## config.mk

```make
export PLATFORM = sky130hd
export DESIGN_NAME = shift_arbiter_flat
export DESIGN_NICKNAME = d
export VERILOG_FILES = /design/src/rtl/shift_arbiter_pkg.sv /design/src/rtl/shift_arbiter_if.sv /design/src/rtl/shift_arbiter_core.sv /design/src/rtl/shift_arbiter.sv /design/src/flat_wrapper.sv
export SDC_FILE = /design/constraint.sdc
export NUM_CORES = 1
export LEC_CHECK = 0
export CAP_MARGIN = 20
export CORE_MARGIN = 1.5
export CORE_UTILIZATION = 48
export DETAILED_ROUTE_END_ITERATION = 10
export PLACE_DENSITY = 0.79
export SLEW_MARGIN = 10
export SYNTH_ARGS = -nofsm -noshare
export SYNTH_HDL_FRONTEND = slang
export SYNTH_SLANG_ARGS = --single-unit
```

## constraint.sdc

```tcl
create_clock -name clk -period 2.8 [get_ports clk]
set_input_delay 0.84 -clock clk [delete_from_list [all_inputs] [get_ports clk]]
set_output_delay 0.84 -clock clk [all_outputs]
set_load 0.01 [all_outputs]
```

## src/rtl/shift_arbiter_pkg.sv

```systemverilog
// ============================================================================
// Module  : shift_arbiter_pkg
// Brief   : Shared shift opcodes, requester IDs and helpers for the shift arbiter.
// Revision: 1.0 - initial release
// ============================================================================
`default_nettype none

package shift_arbiter_pkg;

  localparam int XLEN_SUPPORTED = 32;
  localparam int SHAMT_W        = 5;

  typedef enum logic [1:0] {
    SHIFT_SRL  = 2'b00,
    SHIFT_SLL  = 2'b01,
    SHIFT_SRA  = 2'b10,
    SHIFT_ZERO = 2'b11
  } shift_type_e;

  localparam logic SRC_REQ0 = 1'b0;
  localparam logic SRC_REQ1 = 1'b1;

  // Fill bit for right shifts: only SRA replicates the operand MSB.
  function automatic logic sign_fill(shift_type_e op, logic msb);
    return (op == SHIFT_SRA) && msb;
  endfunction

endpackage : shift_arbiter_pkg

`default_nettype wire

```

## src/rtl/shift_arbiter_if.sv

```systemverilog
// ============================================================================
// Module  : shift_arbiter_if
// Brief   : Request/response bundle between two shift requesters, the arbiter
//           and the result consumer, plus the redirect flush.
// Revision: 1.0 - initial release
// ============================================================================
`default_nettype none

interface shift_arbiter_if #(
  parameter int XLEN  = 32,
  parameter int TAG_W = 4
);

  logic                                 flush;

  logic                                 req0_valid;
  logic                                 req0_ready;
  logic [XLEN-1:0]                      req0_a;
  logic [shift_arbiter_pkg::SHAMT_W-1:0] req0_shamt;
  logic [1:0]                           req0_type;
  logic [TAG_W-1:0]                     req0_tag;

  logic                                 req1_valid;
  logic                                 req1_ready;
  logic [XLEN-1:0]                      req1_a;
  logic [shift_arbiter_pkg::SHAMT_W-1:0] req1_shamt;
  logic [1:0]                           req1_type;
  logic [TAG_W-1:0]                     req1_tag;

  logic                                 rsp_valid;
  logic                                 rsp_ready;
  logic [XLEN-1:0]                      rsp_data;
  logic                                 rsp_src;
  logic [TAG_W-1:0]                     rsp_tag;

  // Requester / consumer side.
  modport master (
    output flush,
    output req0_valid, req0_a, req0_shamt, req0_type, req0_tag,
    input  req0_ready,
    output req1_valid, req1_a, req1_shamt, req1_type, req1_tag,
    input  req1_ready,
    input  rsp_valid, rsp_data, rsp_src, rsp_tag,
    output rsp_ready
  );

  // Arbiter side.
  modport slave (
    input  flush,
    input  req0_valid, req0_a, req0_shamt, req0_type, req0_tag,
    output req0_ready,
    input  req1_valid, req1_a, req1_shamt, req1_type, req1_tag,
    output req1_ready,
    output rsp_valid, rsp_data, rsp_src, rsp_tag,
    input  rsp_ready
  );

endinterface : shift_arbiter_if

`default_nettype wire

```

## src/rtl/shift_arbiter_core.sv

```systemverilog
// ============================================================================
// Module  : shift_arbiter_core
// Brief   : Combinational barrel shifter (SRL / SLL / SRA / zero).
// Revision: 1.0 - initial release
// ============================================================================
`default_nettype none

module shift_arbiter_core
  import shift_arbiter_pkg::*;
#(
  parameter int XLEN = XLEN_SUPPORTED
) (
  input  logic [XLEN-1:0]    i_a,
  input  logic [SHAMT_W-1:0] i_shamt,
  input  logic [1:0]         i_op,
  output logic [XLEN-1:0]    o_r
);

  shift_type_e       w_op;
  logic              w_fill;
  logic [2*XLEN-1:0] w_ext;
  logic [XLEN-1:0]   w_right;

  assign w_op   = shift_type_e'(i_op);
  assign w_fill = sign_fill(w_op, i_a[XLEN-1]);

  // SRL and SRA share one right shifter; the upper half carries the fill bit.
  assign w_ext   = {{XLEN{w_fill}}, i_a};
  assign w_right = XLEN'(w_ext >> i_shamt);

  always_comb begin
    o_r = '0;
    case (w_op)
      SHIFT_SRL,
      SHIFT_SRA:  o_r = w_right;
      SHIFT_SLL:  o_r = i_a << i_shamt;
      SHIFT_ZERO: o_r = '0;
      default:    o_r = '0;
    endcase
  end

endmodule : shift_arbiter_core

`default_nettype wire

```

## src/rtl/shift_arbiter.sv

```systemverilog
// ============================================================================
// Module  : shift_arbiter
// Brief   : Two-requester arbiter in front of one shared barrel shifter with a
//           1-entry registered result stage. SHIFT_ARB_RR_EN selects
//           round-robin grant; otherwise req0 has fixed priority.
// Revision: 1.0 - initial release
// ============================================================================
`default_nettype none

module shift_arbiter
  import shift_arbiter_pkg::*;
#(
  parameter int XLEN  = XLEN_SUPPORTED,
  parameter int TAG_W = 4
) (
  input  logic           clk,
  input  logic           rst_n,
  shift_arbiter_if.slave bus
);

  logic               w_can_accept;
  logic               w_any_valid;
  logic               w_accept;
  logic               w_grant;
  logic [XLEN-1:0]    w_a;
  logic [SHAMT_W-1:0] w_shamt;
  logic [1:0]         w_op;
  logic [TAG_W-1:0]   w_tag;
  logic [XLEN-1:0]    w_result;

  logic               r_rsp_valid;
  logic [XLEN-1:0]    r_rsp_data;
  logic               r_rsp_src;
  logic [TAG_W-1:0]   r_rsp_tag;

  // The output slot frees up in the same cycle it drains; flush blocks all.
  assign w_can_accept = rst_n && !bus.flush && (!r_rsp_valid || bus.rsp_ready);
  assign w_any_valid  = bus.req0_valid || bus.req1_valid;
  assign w_accept     = w_can_accept && w_any_valid;

`ifdef SHIFT_ARB_RR_EN
  logic r_last_grant;

  always_comb begin
    w_grant = SRC_REQ0;
    if (bus.req0_valid && bus.req1_valid) begin
      w_grant = ~r_last_grant;
    end else if (bus.req1_valid) begin
      w_grant = SRC_REQ1;
    end
  end

  always_ff @(posedge clk) begin
    if (!rst_n) begin
      r_last_grant <= SRC_REQ1;
    end else if (w_accept) begin
      r_last_grant <= w_grant;
    end
  end
`else
  assign w_grant = (bus.req1_valid && !bus.req0_valid) ? SRC_REQ1 : SRC_REQ0;
`endif

  // Ready is qualified by valid so an idle requester never sees a grant.
  assign bus.req0_ready = w_can_accept && bus.req0_valid && (w_grant == SRC_REQ0);
  assign bus.req1_ready = w_can_accept && bus.req1_valid && (w_grant == SRC_REQ1);

  always_comb begin
    w_a     = bus.req0_a;
    w_shamt = bus.req0_shamt;
    w_op    = bus.req0_type;
    w_tag   = bus.req0_tag;
    if (w_grant == SRC_REQ1) begin
      w_a     = bus.req1_a;
      w_shamt = bus.req1_shamt;
      w_op    = bus.req1_type;
      w_tag   = bus.req1_tag;
    end
  end

  shift_arbiter_core #(
    .XLEN (XLEN)
  ) u_core (
    .i_a     (w_a),
    .i_shamt (w_shamt),
    .i_op    (w_op),
    .o_r     (w_result)
  );

  // Flush only clears valid; the payload registers may keep stale values.
  always_ff @(posedge clk) begin
    if (!rst_n) begin
      r_rsp_valid <= 1'b0;
      r_rsp_data  <= '0;
      r_rsp_src   <= SRC_REQ0;
      r_rsp_tag   <= '0;
    end else if (bus.flush) begin
      r_rsp_valid <= 1'b0;
    end else if (w_accept) begin
      r_rsp_valid <= 1'b1;
      r_rsp_data  <= w_result;
      r_rsp_src   <= w_grant;
      r_rsp_tag   <= w_tag;
    end else if (bus.rsp_ready) begin
      r_rsp_valid <= 1'b0;
    end
  end

  assign bus.rsp_valid = r_rsp_valid;
  assign bus.rsp_data  = r_rsp_data;
  assign bus.rsp_src   = r_rsp_src;
  assign bus.rsp_tag   = r_rsp_tag;

endmodule : shift_arbiter

`default_nettype wire

```

## src/flat_wrapper.sv

```systemverilog
// flat-port wrapper written by rule: the top's interface ports become plain ports
module shift_arbiter_flat import shift_arbiter_pkg::*;
#(
  parameter int XLEN  = XLEN_SUPPORTED,
  parameter int TAG_W = 4
)
  (clk, rst_n, bus_flush, bus_req0_valid, bus_req0_a, bus_req0_shamt, bus_req0_type, bus_req0_tag, bus_req0_ready, bus_req1_valid, bus_req1_a, bus_req1_shamt, bus_req1_type, bus_req1_tag, bus_req1_ready, bus_rsp_valid, bus_rsp_data, bus_rsp_src, bus_rsp_tag, bus_rsp_ready);
  shift_arbiter_if #(.XLEN(XLEN), .TAG_W(TAG_W)) bus_i ();
  input  logic clk;
  input  logic rst_n;
  input wire logic [$bits(bus_i.flush)-1:0] bus_flush;
  input wire logic [$bits(bus_i.req0_valid)-1:0] bus_req0_valid;
  input wire logic [$bits(bus_i.req0_a)-1:0] bus_req0_a;
  input wire logic [$bits(bus_i.req0_shamt)-1:0] bus_req0_shamt;
  input wire logic [$bits(bus_i.req0_type)-1:0] bus_req0_type;
  input wire logic [$bits(bus_i.req0_tag)-1:0] bus_req0_tag;
  output wire logic [$bits(bus_i.req0_ready)-1:0] bus_req0_ready;
  input wire logic [$bits(bus_i.req1_valid)-1:0] bus_req1_valid;
  input wire logic [$bits(bus_i.req1_a)-1:0] bus_req1_a;
  input wire logic [$bits(bus_i.req1_shamt)-1:0] bus_req1_shamt;
  input wire logic [$bits(bus_i.req1_type)-1:0] bus_req1_type;
  input wire logic [$bits(bus_i.req1_tag)-1:0] bus_req1_tag;
  output wire logic [$bits(bus_i.req1_ready)-1:0] bus_req1_ready;
  output wire logic [$bits(bus_i.rsp_valid)-1:0] bus_rsp_valid;
  output wire logic [$bits(bus_i.rsp_data)-1:0] bus_rsp_data;
  output wire logic [$bits(bus_i.rsp_src)-1:0] bus_rsp_src;
  output wire logic [$bits(bus_i.rsp_tag)-1:0] bus_rsp_tag;
  input wire logic [$bits(bus_i.rsp_ready)-1:0] bus_rsp_ready;
  assign bus_i.flush = bus_flush;
  assign bus_i.req0_valid = bus_req0_valid;
  assign bus_i.req0_a = bus_req0_a;
  assign bus_i.req0_shamt = bus_req0_shamt;
  assign bus_i.req0_type = bus_req0_type;
  assign bus_i.req0_tag = bus_req0_tag;
  assign bus_req0_ready = bus_i.req0_ready;
  assign bus_i.req1_valid = bus_req1_valid;
  assign bus_i.req1_a = bus_req1_a;
  assign bus_i.req1_shamt = bus_req1_shamt;
  assign bus_i.req1_type = bus_req1_type;
  assign bus_i.req1_tag = bus_req1_tag;
  assign bus_req1_ready = bus_i.req1_ready;
  assign bus_rsp_valid = bus_i.rsp_valid;
  assign bus_rsp_data = bus_i.rsp_data;
  assign bus_rsp_src = bus_i.rsp_src;
  assign bus_rsp_tag = bus_i.rsp_tag;
  assign bus_i.rsp_ready = bus_rsp_ready;
  shift_arbiter #(.XLEN(XLEN), .TAG_W(TAG_W)) u_core (.clk(clk), .rst_n(rst_n), .bus(bus_i));
endmodule
```

==> results.md, run 1 <==
- Top-count cell post-synth: nand2_1
- # port buffers: 131
- CTS root buffer: clkbuf_16
- Async S/R FF share, synth: 0%
- Cts bufs inserted: 5
- Total gr overflow: 80
- Synth Flop Type: dfxtp_1
- Syn_nets: 967
- Clock sink count: 38
- Synth area leaders: dfxtp_1, a31oi_1, nand2_1, mux2i_1, nand4_1
- Sequential area share after synthesis: 12.6%
- Worst setup endpoint GRT: u_core.bus.rsp_data[7]$_SDFFE_PN0P_/D
- Yosys warns: 0
- Largest net degree at the start of global routing: 35
- Number of flops mapped to enable cells by yosys: 0
- Die Y: 115 um
- Rows: 40
- Htree depth: 2
- Commonest cells in the netlist: nand2_1, nor2_1, o21ai_0, a31oi_1, a21oi_1
- Worst_ep kind: sequential cell input
- Synth area leader: dfxtp_1
- Mean Syn Cell Area: 6.92 um2
- Area share of the largest cell type after synthesis: 12.6%
- GPL Wtd Cong: 1.11
- Top Ports: 132
- Yosys reg bits: 38
- Detail Placement HPWL: 24500 um
- Clock Path Buffers: 2
- Initial Utilization: 49.8%
- Post-Synthesis Cells: 875
- Status: aborted with a tool error
- First error: [ERROR GRT-0232] Routing congestion too high. Check the congestion heatmap in the GUI.
- Yosys cell types: 71
- Placed Cells: 1359
- Post-Syn Area: 6050 um2
- Last stage reached: global routing
- All-Layer GR Usage: 76.7%
- Chip Width: 115 um
==> metrics by stage <==
stage	hold slack (ns)	setup WS (ns)	area (um2)	utilization [%]
CTS	0.499	-0.0173	9990	82.2
global placement	0.470	-0.761	9320	76.7
detailed placement	0.491	-0.822	9320	76.7
floorplan	0.507	-0.0750	6070	-
==> metal layers <==
metal  overflow  global-route usage (%)
met1          1                    76.3
met2         44                    92.4
met3          0                    64.4
met4         35                    75.5
met5          0                    26.7
==> cell families after synthesis <==
family / count (synthesis) / share of synthesized area (%)
AO/OA/AOI/OAI: 322 / 37.2
flip-flops: 38 / 12.6
buffers and inverters: 120 / 8.76
multiplexers: 44 / 9.05
AND/OR/NAND/NOR: 351 / 32.4
==> what timing repair did <==
item | CTS
gates resized for setup | 77
setup buffers | 28
gates cloned | 2
pin swaps | 19
hold buffers | 0
setup endpoints to repair | 34
==> inputs of run 2 (changes only) <==
--- a/config.mk
+++ b/config.mk
@@ -7,9 +7,9 @@
 export LEC_CHECK = 0
 export CAP_MARGIN = 20
 export CORE_MARGIN = 1.5
-export CORE_UTILIZATION = 48
+export CORE_UTILIZATION = 35
 export DETAILED_ROUTE_END_ITERATION = 10
-export PLACE_DENSITY = 0.79
+export PLACE_DENSITY_LB_ADDON = 0.15
 export SLEW_MARGIN = 10
 export SYNTH_ARGS = -nofsm -noshare
 export SYNTH_HDL_FRONTEND = slang
==> constraint.sdc (replaced) <==
create_clock -name clk -period 3.6 [get_ports clk]
set_input_delay 1.08 -clock clk [delete_from_list [all_inputs] [get_ports clk]]
set_output_delay 1.08 -clock clk [all_outputs]
set_load 0.01 [all_outputs]
==> results.md, run 2 <==
- Commonest cells in the netlist: nand2_1, nor2_1, o21ai_0, a31oi_1, a21oi_1
- Vias post-DR: 9233
- Setup crit end kind: flip-flop
- Sequential Power Share: 17.5%
- Number of flops mapped to enable cells by yosys: 0
- Largest register FFs: 32
- M2 GR Usage: 58.4%
- Detail Placement HPWL: 26200 um
- Share of layout cells above drive strength 1: 29.2%
- Die ar.: 18100 um2
- Maxcap violations: 0
- Status: finished clean
- Area share of the largest cell type after synthesis: 12.6%
- CTS tree: built
- All-Layer GR Usage: 35.9%
- Tmin final: 3.48 ns
- Synth area leader: dfxtp_1
- Max FO, Critical Path: 25
- Worst-Margin Slew: 0.786 ns
- Grt met3 use: 7.02%
- Top Ports: 132
- Net count, final: 1298
- Hold buffers post-CTS: 0
- Diodes inserted: 0
- Reg clk slew, reported paths: 0.06 ns
- Pint: 1.61 mW
- Setup Skew: 0.00404 ns
- Power Density: 267 nW/um2
- Final Setup Violations: 0
- Setup tns final: 0 ns
- Worst setup SP type: primary input
- Final Hold Fails: 0
- Iter 0 DRT Violations: 1038
- Total routed wirelength: 33500 um
- Required time worst endpoint: 3.78 ns
- Worst hold margin: 0.488 ns
- Yosys warns: 0
- CTS root buffer: clkbuf_16
- First-pass GRT wire length: 50200 um
- Total gr overflow: 0
- Die Y: 135 um
- Top-count cell post-synth: nand2_1
- Vias per Instance: 6.47
- Clk pwr share: 23.0%
- Pleak: 4.17 nW
- Post-Syn Area: 6050 um2
- Total power: 2.66 mW
- NetSw: 1.05 mW
- Vias in the first global route: 8595
- Worst Hold Class: flip-flop to flip-flop
- Syn_nets: 967
- Met1 Usage GRT: 47.0%
- Slew HR: 46.9%
- Rows: 47
- Unrepaired setup endpoints after global routing: no
- Max Slew Vio Count: 0
- Comb pwr share: 59.6%
- Worst reg2reg setup slack: 1.52 ns
- Routed WL per cell: 23.5 um
- Drt pass-1 iters: 8
- Core area: 16800 um2
- Sequential area share after synthesis: 12.6%
- Initial Utilization: 36.1%
- Grt peak-use layer: met2
- Cts bufs inserted: 5
- GPL Wtd Cong: 1.01
- Yosys reg bits: 38
- Area grow syn2layout: 64.5%
- Most common cell after layout, fill and taps aside: buf_4
- Synth Flop Type: dfxtp_1
- Yosys cell types: 71
- Clock sink count: 38
- Chip Width: 135 um
- Htree depth: 2
- Initial antenna violation count: 1
- CP arrival: 3.66 ns
- Fmax: 0.287 GHz
- Antenna Nets Post-Route: 0
- Clk_lat worst skew: 0.29 ns
- Synth area leaders: dfxtp_1, a31oi_1, nand2_1, mux2i_1, nand4_1
- Final period utilization: 96.8%
- Async S/R FF share, synth: 0%
- Largest net degree at the start of global routing: 53
- Clock Path Buffers: 2
- Commonest non-fill, non-tap cells in the layout: buf_4, clkdlybuf4s50_1, nand2_1, nor2_1, o21ai_0
- Post-Synthesis Cells: 875
- Worst vdd ir: 0.207 mV
- Mean Syn Cell Area: 6.92 um2
- Switching Share: 39.4%
- DRC: 0
- # port buffers: 131
- Crit Path Class: primary input to flip-flop
run 2: critical path: stages:
cell and delay [ns]:
clkdlybuf4s50_1 0.52, buf_4 0.32, buf_4 0.22, mux2i_1 0.40, nand2_1 0.16, a31oi_1 0.37
a2111oi_1 0.16, buf_4 0.16, o31a_1 0.26
run 2: cell type report:
cell class	count	area [um2]
Sequential cell	38	761
Fill cell	1581	6800
Inverter	29	110
Multi-Input combinational cell	717	4870
Tap cell	220	275
Clock inverter	2	60.1
Timing Repair Buffer	415	3750
Clock buffer	6	139
run 2: kinds of logic (layout without fill, tap and decap cells):
group | count (synthesis) | count (layout) | share of synthesized area [%]
buffers and inverters | 120 | 452 | 8.76
flip-flops | 38 | 38 | 12.6
AND/OR/NAND/NOR | 351 | 351 | 32.4
multiplexers | 44 | 44 | 9.05
AO/OA/AOI/OAI | 322 | 322 | 37.2
run 2: timing repair:
item | CTS | global route
cloned | 0 | 4
pin swaps | 1 | 2
setup buffers | 2 | 6
gates resized for setup | 6 | 19
endpoints found under the hold margin | 0 | 0
setup endpoints to repair | 2 | 23
run 2: worst paths after layout:
check / from / endpoint / cells after the start
hold / removal: u_core.bus.rsp_src / u_core.bus.rsp_src / 2
setup / recovery: bus_req0_shamt[0] / u_core.bus.rsp_data[27] / 9
setup reg to reg: u_core.bus.rsp_valid / u_core.bus.rsp_data[8] / 8
hold reg to reg: u_core.bus.rsp_src / u_core.bus.rsp_src / 2
run 2: per-stage QoR:
stage | cell area (um2) | cells | util (%) | setup slack [ns]
after floorplan | 6050 | 875 | - | 0.318
after global placement | 9480 | 1407 | 56.6 | -0.244
after detailed placement | 9480 | 1407 | 56.6 | -0.270
after CTS | 9710 | 1417 | 57.9 | 0.0279
after global routing | 9960 | 1427 | 59.4 | 0.0520
final | 9960 | 1427 | 59.4 | 0.116
run 2: power groups by stage:
stage	sequential (mW)	clock [mW]	combinational [mW]
finish	0.464	0.610	1.58
global route	0.466	0.626	1.67
global placement	0.472	0	1.50
CTS	0.464	0.614	1.50
floorplan	0.484	0	0.668
detailed placement	0.473	0	1.49
run 2: metal layers:
metal	part of all wire, %	up-vias
met5	0	-
li1	-	4152
met3	9.8	93
met4	4.2	0
met2	45	544
met1	41	4444
(Power assumes the default switching activity.)
